## src/rtl/fb_write_arbiter.sv

```systemverilog
// Framebuffer write arbiter: round-robin between two pixel writers plus a full-screen clear sweep.
// Optional macro FB_WRITE_BOUNDS_CHECK_EN drops out-of-range writes and pulses o_Oob_Error.
module fb_write_arbiter #(
   parameter int BITS_PER_PIXEL    = 4,
   parameter int FRAMEBUFFER_DEPTH = 307200
) (
   input  logic                      i_Clock,
   input  logic                      i_Reset,
   input  logic                      i_Req0_Valid,
   input  logic [31:0]               i_Req0_Addr,
   input  logic [BITS_PER_PIXEL-1:0] i_Req0_Data,
   output logic                      o_Req0_Ready,
   input  logic                      i_Req1_Valid,
   input  logic [31:0]               i_Req1_Addr,
   input  logic [BITS_PER_PIXEL-1:0] i_Req1_Data,
   output logic                      o_Req1_Ready,
   input  logic                      i_Clear_Start,
   input  logic [BITS_PER_PIXEL-1:0] i_Clear_Data,
   output logic                      o_Clear_Busy,
   output logic                      o_Clear_Done,
   output logic                      o_Write_Enable,
   output logic [31:0]               o_Write_Addr,
   output logic [BITS_PER_PIXEL-1:0] o_Write_Data,
   output logic                      o_Oob_Error
);

   localparam int CNT_W = (FRAMEBUFFER_DEPTH > 1) ? $clog2(FRAMEBUFFER_DEPTH) : 1;
   localparam logic [CNT_W-1:0] LAST_ADDR = CNT_W'(FRAMEBUFFER_DEPTH - 1);

   typedef enum logic {IDLE, CLEAR} state_t;

   state_t                    state, state_next;
   logic [CNT_W-1:0]          clear_count;
   logic [BITS_PER_PIXEL-1:0] clear_colour;
   logic                      last_grant;
   logic                      grant;
   logic                      accept_ok;
   logic                      xfer;
   logic                      clear_go;
   logic                      sweep_last;
   logic                      addr_oob;
   logic [31:0]               sel_addr;
   logic [BITS_PER_PIXEL-1:0] sel_data;

   // Tie goes to whichever requester did not win the last completed transfer.
   always_comb begin
      grant = 1'b0;
      if (i_Req0_Valid && i_Req1_Valid)
         grant = ~last_grant;
      else if (i_Req1_Valid)
         grant = 1'b1;
   end

   assign accept_ok    = !i_Reset && (state == IDLE) && !i_Clear_Start;
   assign o_Req0_Ready = accept_ok && i_Req0_Valid && !grant;
   assign o_Req1_Ready = accept_ok && i_Req1_Valid && grant;
   assign xfer         = o_Req0_Ready || o_Req1_Ready;
   assign sel_addr     = grant ? i_Req1_Addr : i_Req0_Addr;
   assign sel_data     = grant ? i_Req1_Data : i_Req0_Data;
   assign o_Clear_Busy = (state == CLEAR);

   always_ff @(posedge i_Clock) begin
      if (i_Reset)
         state <= IDLE;
      else
         state <= state_next;
   end

   always_comb begin
      state_next = state;
      clear_go   = 1'b0;
      sweep_last = 1'b0;
      case (state)
         IDLE: begin
            if (i_Clear_Start) begin
               state_next = CLEAR;
               clear_go   = 1'b1;
            end
         end
         CLEAR: begin
            if (clear_count == LAST_ADDR) begin
               state_next = IDLE;
               sweep_last = 1'b1;
            end
         end
         default: state_next = IDLE;
      endcase
   end

   always_ff @(posedge i_Clock) begin
      if (i_Reset) begin
         clear_count    <= '0;
         clear_colour   <= '0;
         last_grant     <= 1'b1;
         o_Write_Enable <= 1'b0;
         o_Write_Addr   <= '0;
         o_Write_Data   <= '0;
         o_Clear_Done   <= 1'b0;
      end else begin
         o_Write_Enable <= 1'b0;
         o_Clear_Done   <= 1'b0;
         if (clear_go) begin
            clear_colour <= i_Clear_Data;
            clear_count  <= '0;
         end else if (state == CLEAR) begin
            o_Write_Enable <= 1'b1;
            o_Write_Addr   <= 32'(clear_count);
            o_Write_Data   <= clear_colour;
            o_Clear_Done   <= sweep_last;
            clear_count    <= sweep_last ? '0 : clear_count + 1'b1;
         end else if (xfer) begin
            last_grant <= grant;
            if (!addr_oob) begin
               o_Write_Enable <= 1'b1;
               o_Write_Addr   <= sel_addr;
               o_Write_Data   <= sel_data;
            end
         end
      end
   end

`ifdef FB_WRITE_BOUNDS_CHECK_EN
   logic oob_q;

   assign addr_oob = (sel_addr >= 32'(FRAMEBUFFER_DEPTH));

   // Out-of-range writes still handshake so the requester never stalls on them.
   always_ff @(posedge i_Clock) begin
      if (i_Reset)
         oob_q <= 1'b0;
      else
         oob_q <= xfer && addr_oob;
   end

   assign o_Oob_Error = oob_q;
`else
   assign addr_oob    = 1'b0;
   assign o_Oob_Error = 1'b0;
`endif

endmodule

```

## config.mk

```make
export PLATFORM = sky130hd
export DESIGN_NAME = fb_write_arbiter
export DESIGN_NICKNAME = d
export VERILOG_FILES = /design/src/rtl/fb_write_arbiter.sv
export SDC_FILE = /design/constraint.sdc
export NUM_CORES = 1
export LEC_CHECK = 0
export CORE_MARGIN = 5
export CORE_UTILIZATION = 44
export DETAILED_ROUTE_END_ITERATION = 6
export HOLD_SLACK_MARGIN = 0.03
export PLACE_DENSITY = 0.81
export SLEW_MARGIN = 20
export SYNTH_ARGS = -nofsm -noshare
export SYNTH_HDL_FRONTEND = slang
export SYNTH_SLANG_ARGS = --single-unit
```

## constraint.sdc

```tcl
create_clock -name i_Clock -period 2.15 [get_ports i_Clock]
set_clock_uncertainty 0.05 [all_clocks]
set_input_delay 0.43 -clock i_Clock [delete_from_list [all_inputs] [get_ports i_Clock]]
set_output_delay 0.43 -clock i_Clock [all_outputs]
set_load 0.02 [all_outputs]
```

==> impl_metrics.json, run 1 <==
{
  "setup_tns_ps": 0,
  "holdWs_ps": 409.1,
  "r2r_slack_ps": 270,
  "viasPerCell": 5.503,
  "ys_ff_latch": 63,
  "cp.arrival_ps": 1610,
  "grt_max_degree": 50,
  "intPower_w": 0.002175,
  "r2r_cells": 4,
  "placed_area_um2": 4444,
  "core_area_um2": 6832,
  "grt_pass1_wl_um": 16010,
  "die_h_um": 93.89,
  "r2r_end": "clear_count[5]",
  "fp.dieW_um": 93.89,
  "die-area_um2": 8815,
  "yosys_warnings": 0,
  "drt_pass1_iterations": 4,
  "syn_area_per_cell_um2": 8.214,
  "relSlewSlack_pct": 62.24,
  "area_growth_pct": 50.79,
  "worstMarginPinSlew_ps": 565.8,
  "netSwitchingFraction_pct": 25.24,
  "pwr-share-comb_pct": 18.2,
  "synth-seq-area-share_pct": 40.73,
  "synth_compound_area_share_pct": 21.13,
  "track_usage_pct": 22.96,
  "drt-wirelength-per-cell_um": 16.55,
  "diodes": 0,
  "final_area_um2": 4669,
  "hpwl_um": 7073,
  "path_cells": "clkdlybuf4s50_1 > nand2_1 > nand2_1 > and3_1 > dlygate4sd2_1",
  "setup_viol_count_final": 0,
  "finalMaxSlewViolations": 0,
  "synthTopCellsByCount": "dfxtp_1 (63), nand2_1 (59), nor2_1 (46), a211oi_1 (24), and2_1 (24)",
  "syn_nets": 459,
  "ys.flop_type": "dfxtp_1",
  "powerDensity_nw_per_um2": 623.0,
  "wirelength_um": 9864,
  "cpMostUsedCell": "nand2_1",
  "antenna_found_initial": 0,
  "gp_congestion": 0.8420,
  "min_to": "o_Write_Addr[21]",
  "p_sw_w": 0.0007343,
  "synth_edf_count": 0,
  "cts_buffer_depth": 2,
  "cpLargestDelayFamily": "buffers and inverters",
  "whs_path_depth": 3,
  "hold_path.class": "in -> reg",
  "total_leakage_power_nw": 1.587,
  "cap_violations": 0,
  "grt_pass1_vias": 3173,
  "drcViolationCount": 0,
  "synth_xor_xnor_area_share_pct": 3.960,
  "cp_slowest_cell": "clkdlybuf4s50_1",
  "seqPwrFrac_pct": 42.3,
  "rsz0062_at_grt": "no",
  "max_freq_mhz": 479.4,
  "cts_tree": "done",
  "muxShareOfSynthArea_pct": 1.616,
  "synth_top_area_share_pct": 40.73,
  "worst-path-max-fanout": 3,
  "outcome": "finished clean",
  "fin_ws_ps": 64.00,
  "clock-sinks": 63,
  "clock_latency_ps": 340,
  "async_flop_share_pct": 0,
  "endpoint_kind": "output pin",
  "synthTopCellsByArea": "dfxtp_1 (41%), nand2_1 (7.2%), o32ai_1 (6.5%)",
  "yosysMostFrequentCell": "dfxtp_1",
  "peakVddDrop_mv": 0.4142,
  "cpPeakStageDelay_ps": 530,
  "period_share_pct": 97.02,
  "grt_overflow": 0,
  "clockRootBuffer": "clkbuf_8",
  "post-place-ws_ps": -339.7,
  "yosys.area_share.simple_pct": 25.82,
  "synth_top_family_by_area": "simple AND/OR/NAND/NOR gates",
  "yosys.cell_types.count": 41,
  "initial_utilization_pct": 45.33,
  "p_clk_share_pct": 39.5,
  "worstSetupStartpointType": "input port",
  "drt-initial-drc-count": 189,
  "final-hold-violation-count": 0,
  "path_class": "in -> out",
  "synth_largest_area_cell": "dfxtp_1",
  "vias": 3280,
  "htreeDepth": 3,
  "holdCritStartpoint": "i_Reset",
  "syn_area_um2": 3097,
  "netlist_instances": 377,
  "clk_pin_slew_ps": 70,
  "final_antenna_net_count": 0,
  "rows": 30,
  "ios": 123,
  "drive_above_1_share_pct": 9.200,
  "finalNetCount": 577,
  "required_ps": 1670,
  "io_buffer_count": 121,
  "synth_adder_area_share_pct": 0.4040,
  "path_buf_inv": 2,
  "r2r-start": "clear_count[14]",
  "numCtsBuffers": 9,
  "period_minus_slack_ps": 2086
}
-- through the flow --
stage | instances | power, W | utilization, %
6_report | 596 | 0.002909 | 68.35
5_1_grt | 596 | 0.003029 | 68.35
4_1_cts | 596 | 0.002929 | 68.35
3_5_place_dp | 580 | 0.001784 | 65.05
3_3_place_gp | 580 | 0.001772 | 65.05
2_1_floorplan | 377 | 0.001496 | -
-- what timing repair did --
action | in CTS | in global routing
gates resized for setup | 3 | 0
setup endpoints to repair | 2 | 2
buffers inserted | 0 | 0
hold endpoints to repair | 0 | 0
hold buffers | 0 | 0
pin swaps | 0 | 1
-- area by class of cell --
class                      instances  area, um^2
sequential                        63        1261
multi-input combinational        274        1652
clock buffer                      11       141.4
tap                               96       120.1
clock inverter                     5       81.33
fill                             560        2162
timing repair buffer             141        1391
inverter                           6       22.52
-- routing by layer --
| metal | vias to the layer above | part of all wire, % | GRT usage [%] |
|---|---|---|---|
| met5 | - | 0 | 0 |
| met4 | 0 | 2.5 | 10.59 |
| met3 | 18 | 6.2 | 4.006 |
| met2 | 119 | 48 | 37.32 |
| met1 | 1548 | 43 | 29.51 |
| li1 | 1595 | - | - |
-- how the worst max path moves through the flow --
stage                  startpoint            to  slack (ps)  cells past startpoint
floorplan            i_Req1_Valid  o_Req1_Ready         290                      4
global placement    i_Clear_Start  o_Req0_Ready        -230                      4
detailed placement  i_Clear_Start  o_Req0_Ready        -340                      4
CTS                 i_Clear_Start  o_Req0_Ready           3                      4
global route         i_Req0_Valid  o_Req0_Ready          10                      5
finish               i_Req0_Valid  o_Req0_Ready          60                      5
-- cell usage in the layout, fill, tap and decap left out, drive strengths merged, types with 2 or more instances in the layout --
cell           netlist  layout
clkdlybuf4s50        0     118
dfxtp               63      63
nand2               59      59
nor2                46      46
and2                24      24
a211oi              24      24
o32ai               23      23
buf                 14      21
a21oi               18      18
a311oi              13      13
clkbuf              20      11
xnor2               10      10
nand4                8       8
nor4                 6       6
inv                  6       6
mux2i                5       5
nor3                 5       5
nand3                4       4
xor2                 4       4
and3                 3       3
or2                  3       3
or4                  3       3
o31ai                2       2
or3                  2       2
bufinv               0       2
dlygate4sd2          0       2
o21ai                2       2
clkinv               0       2
-- power by group through the flow --
stage	clock, W	combinational [W]	sequential (W)
final	0.00115	0.000529	0.00123
after detailed placement	0	0.000527	0.00126
after CTS	0.00117	0.000530	0.00123
after global placement	0	0.000517	0.00126
after floorplan	0	0.000197	0.00130
after global routing	0.00123	0.000568	0.00124
-- worst reg2reg max path, cell delays in order, from the launching register on --
cell	delay [ps]
dfxtp_1	360
or4b_1	540
nor4b_2	320
a211o_2	380
nor2_1	90
-- kinds of logic after synthesis --
group | Yosys count
mux | 5
other cells | 1
simple gates | 166
buf+inv | 40
fa+ha+maj | 1
flops | 63
compound gates | 87
xor+xnor | 14
-- registers in the layout (all words and copies together) (netlist names) --
register / flops
clear_count: 19
o_Write_Data: 4
o_Write_Enable: 1
clear_colour: 4
o_Clear_Done: 1
last_grant: 1
o_Write_Addr: 32
o_Clear_Busy: 1
Note: power is estimated with default switching activity, not from simulation.
==> run 2, diff against run 1 <==
--- a/config.mk
+++ b/config.mk
@@ -6,11 +6,13 @@
 export NUM_CORES = 1
 export LEC_CHECK = 0
 export CORE_MARGIN = 5
-export CORE_UTILIZATION = 44
+export CORE_UTILIZATION = 45
+export CTS_BUF_LIST = sky130_fd_sc_hd__clkbuf_8
 export DETAILED_ROUTE_END_ITERATION = 6
 export HOLD_SLACK_MARGIN = 0.03
-export PLACE_DENSITY = 0.81
+export PLACE_DENSITY = 0.83
 export SLEW_MARGIN = 20
 export SYNTH_ARGS = -nofsm -noshare
 export SYNTH_HDL_FRONTEND = slang
 export SYNTH_SLANG_ARGS = --single-unit
+export TNS_END_PERCENT = 100
==> impl_metrics.json, run 2 (synthesis gave the netlist of run 1 again) <==
{
  "outcome": "finished clean",
  "final_common_cell": "clkdlybuf4s50_1",
  "rsz0062_at_grt": "no",
  "rows": 30,
  "cpLargestDelayFamily": "buffers and inverters",
  "vias": 3224,
  "finalPower_w": 0.002894,
  "area_growth_pct": 49.62,
  "cp_slowest_cell": "clkdlybuf4s50_1",
  "grt_max_degree": 50,
  "r2r_cells": 4,
  "p_clk_share_pct": 39.4,
  "die-area_um2": 8641,
  "viasPerCell": 5.578,
  "post-place-ws_ps": -325.4,
  "final-hold-violation-count": 0,
  "period_share_pct": 91.92,
  "clockRootBuffer": "clkbuf_8",
  "grt_pass1_wl_um": 15110,
  "required_ps": 1670,
  "drt_pass1_iterations": 4,
  "path_cells": "clkdlybuf4s50_1 > a21boi_2 > and2_1 > clkbuf_2",
  "period_minus_slack_ps": 1976,
  "drive_above_1_share_pct": 9.639,
  "worstMarginPinSlew_ps": 542.4,
  "grt_pass1_vias": 3055,
  "crit_cells": 4,
  "intPower_w": 0.002181,
  "io_buffer_count": 121,
  "placed_area_um2": 4410,
  "drt-wirelength-per-cell_um": 16.60,
  "setup_viol_count_final": 0,
  "hold_path.class": "reg -> reg",
  "die_h_um": 92.96,
  "worst-path-max-fanout": 5,
  "netSwitchingFraction_pct": 24.63,
  "numCtsBuffers": 9,
  "path_buf_inv": 2,
  "fin_ws_ps": 173.7,
  "final_antenna_net_count": 0,
  "p_sw_w": 0.0007128,
  "peakVddDrop_mv": 0.3700,
  "final_cell_mix": "clkdlybuf4s50_1 (118), dfxtp_1 (63), nand2_1 (59), nor2_1 (46)",
  "wirelength_um": 9596,
  "clock_latency_ps": 340,
  "pwr-share-comb_pct": 18.1,
  "grt_overflow": 0,
  "endpoint_kind": "output pin",
  "clk_pin_slew_ps": 60,
  "top_register": "o_Write_Addr",
  "drcViolationCount": 0,
  "track_usage_pct": 21.68,
  "ios": 123,
  "worstSetupStartpointType": "input port",
  "path_class": "in -> out",
  "max_freq_mhz": 506.0,
  "clock-sinks": 63,
  "finalNetCount": 575,
  "core_area_um2": 6756,
  "whs_path_depth": 2,
  "cpPeakStageDelay_ps": 560,
  "relSlewSlack_pct": 63.80,
  "fp.dieW_um": 92.96,
  "powerDensity_nw_per_um2": 624.5,
  "hpwl_um": 6798,
  "seqPwrFrac_pct": 42.6,
  "top_regs": "o_Write_Addr x32, clear_count x19",
  "finalMaxSlewViolations": 0,
  "diodes": 0,
  "drt-initial-drc-count": 188,
  "htreeDepth": 3,
  "final_area_um2": 4633,
  "gp_congestion": 0.9355,
  "cp.arrival_ps": 1500,
  "largest_reg_flops": 32,
  "cts_buffer_depth": 2,
  "cts_tree": "done",
  "total_leakage_power_nw": 1.580,
  "cap_violations": 0,
  "initial_utilization_pct": 45.83,
  "antenna_found_initial": 0
}
-- run 2: cell count changes in the layout (fill, tap and decap cells not counted), sizes merged --
cell,previous run,this run
clkinv,2,1
dlygate4sd2,2,0
clkbuf,11,16
bufinv,2,1
clkinvlp,1,0
buf,21,19
-- run 2: area by class of cell --
type                       count  area (um^2)
fill                         531         2123
multi-input combinational    274         1653
timing repair buffer         139         1369
sequential                    63         1261
clock buffer                  14        192.7
tap                           80        100.1
clock inverter                 2        35.03
inverter                       6        22.52
-- run 2: worst min-delay path, stage by stage, from the launching register on --
cell and delay [ps]:
dfxtp_1 310, nand2_1 60, o32ai_1 60
-- run 2: path summary, 6_finish.rpt --
check	start	endpoint	slack, ps
hold / removal	clear_colour[2]	o_Write_Data[2]	420
hold reg to reg	clear_colour[2]	o_Write_Data[2]	420
setup / recovery	i_Req1_Valid	o_Req1_Ready	170
setup reg to reg	clear_count[14]	clear_count[16]	190
-- run 2: timing repair --
action                     CTS  global route
gates cloned                 0             0
resized for setup            3             4
buffers inserted             0             0
setup endpoints to repair    2             2
hold buffers                 0             0
-- run 2: through the flow --
stage               hold slack [ps]  util, %  TNS [ps]  instances
floorplan                     407.4        -         0        377
detailed placement            416.3    65.28     -2008        562
global placement              414.7    65.28    -405.8        562
finish                        423.4    68.57         0        578
global route                  437.2    68.57         0        578
CTS                           428.3    68.69         0        578
-- run 2: power groups by stage --
stage | combinational, W | sequential, W | clock, W
6_report | 0.000523 | 0.00123 | 0.00114
4_1_cts | 0.000527 | 0.00123 | 0.00117
3_5_place_dp | 0.000523 | 0.00126 | 0
2_1_floorplan | 0.000197 | 0.00130 | 0
5_1_grt | 0.000559 | 0.00124 | 0.00123
3_3_place_gp | 0.000514 | 0.00126 | 0
-- run 2: per-layer routing --
layer  global-route usage (%)  up-vias  wire length [um]
met5                        0        -                 0
met4                    7.326        0               141
met3                    4.630       12               614
met2                    35.45      107              4741
met1                    28.32     1524              4099
li1                         -     1581                 -
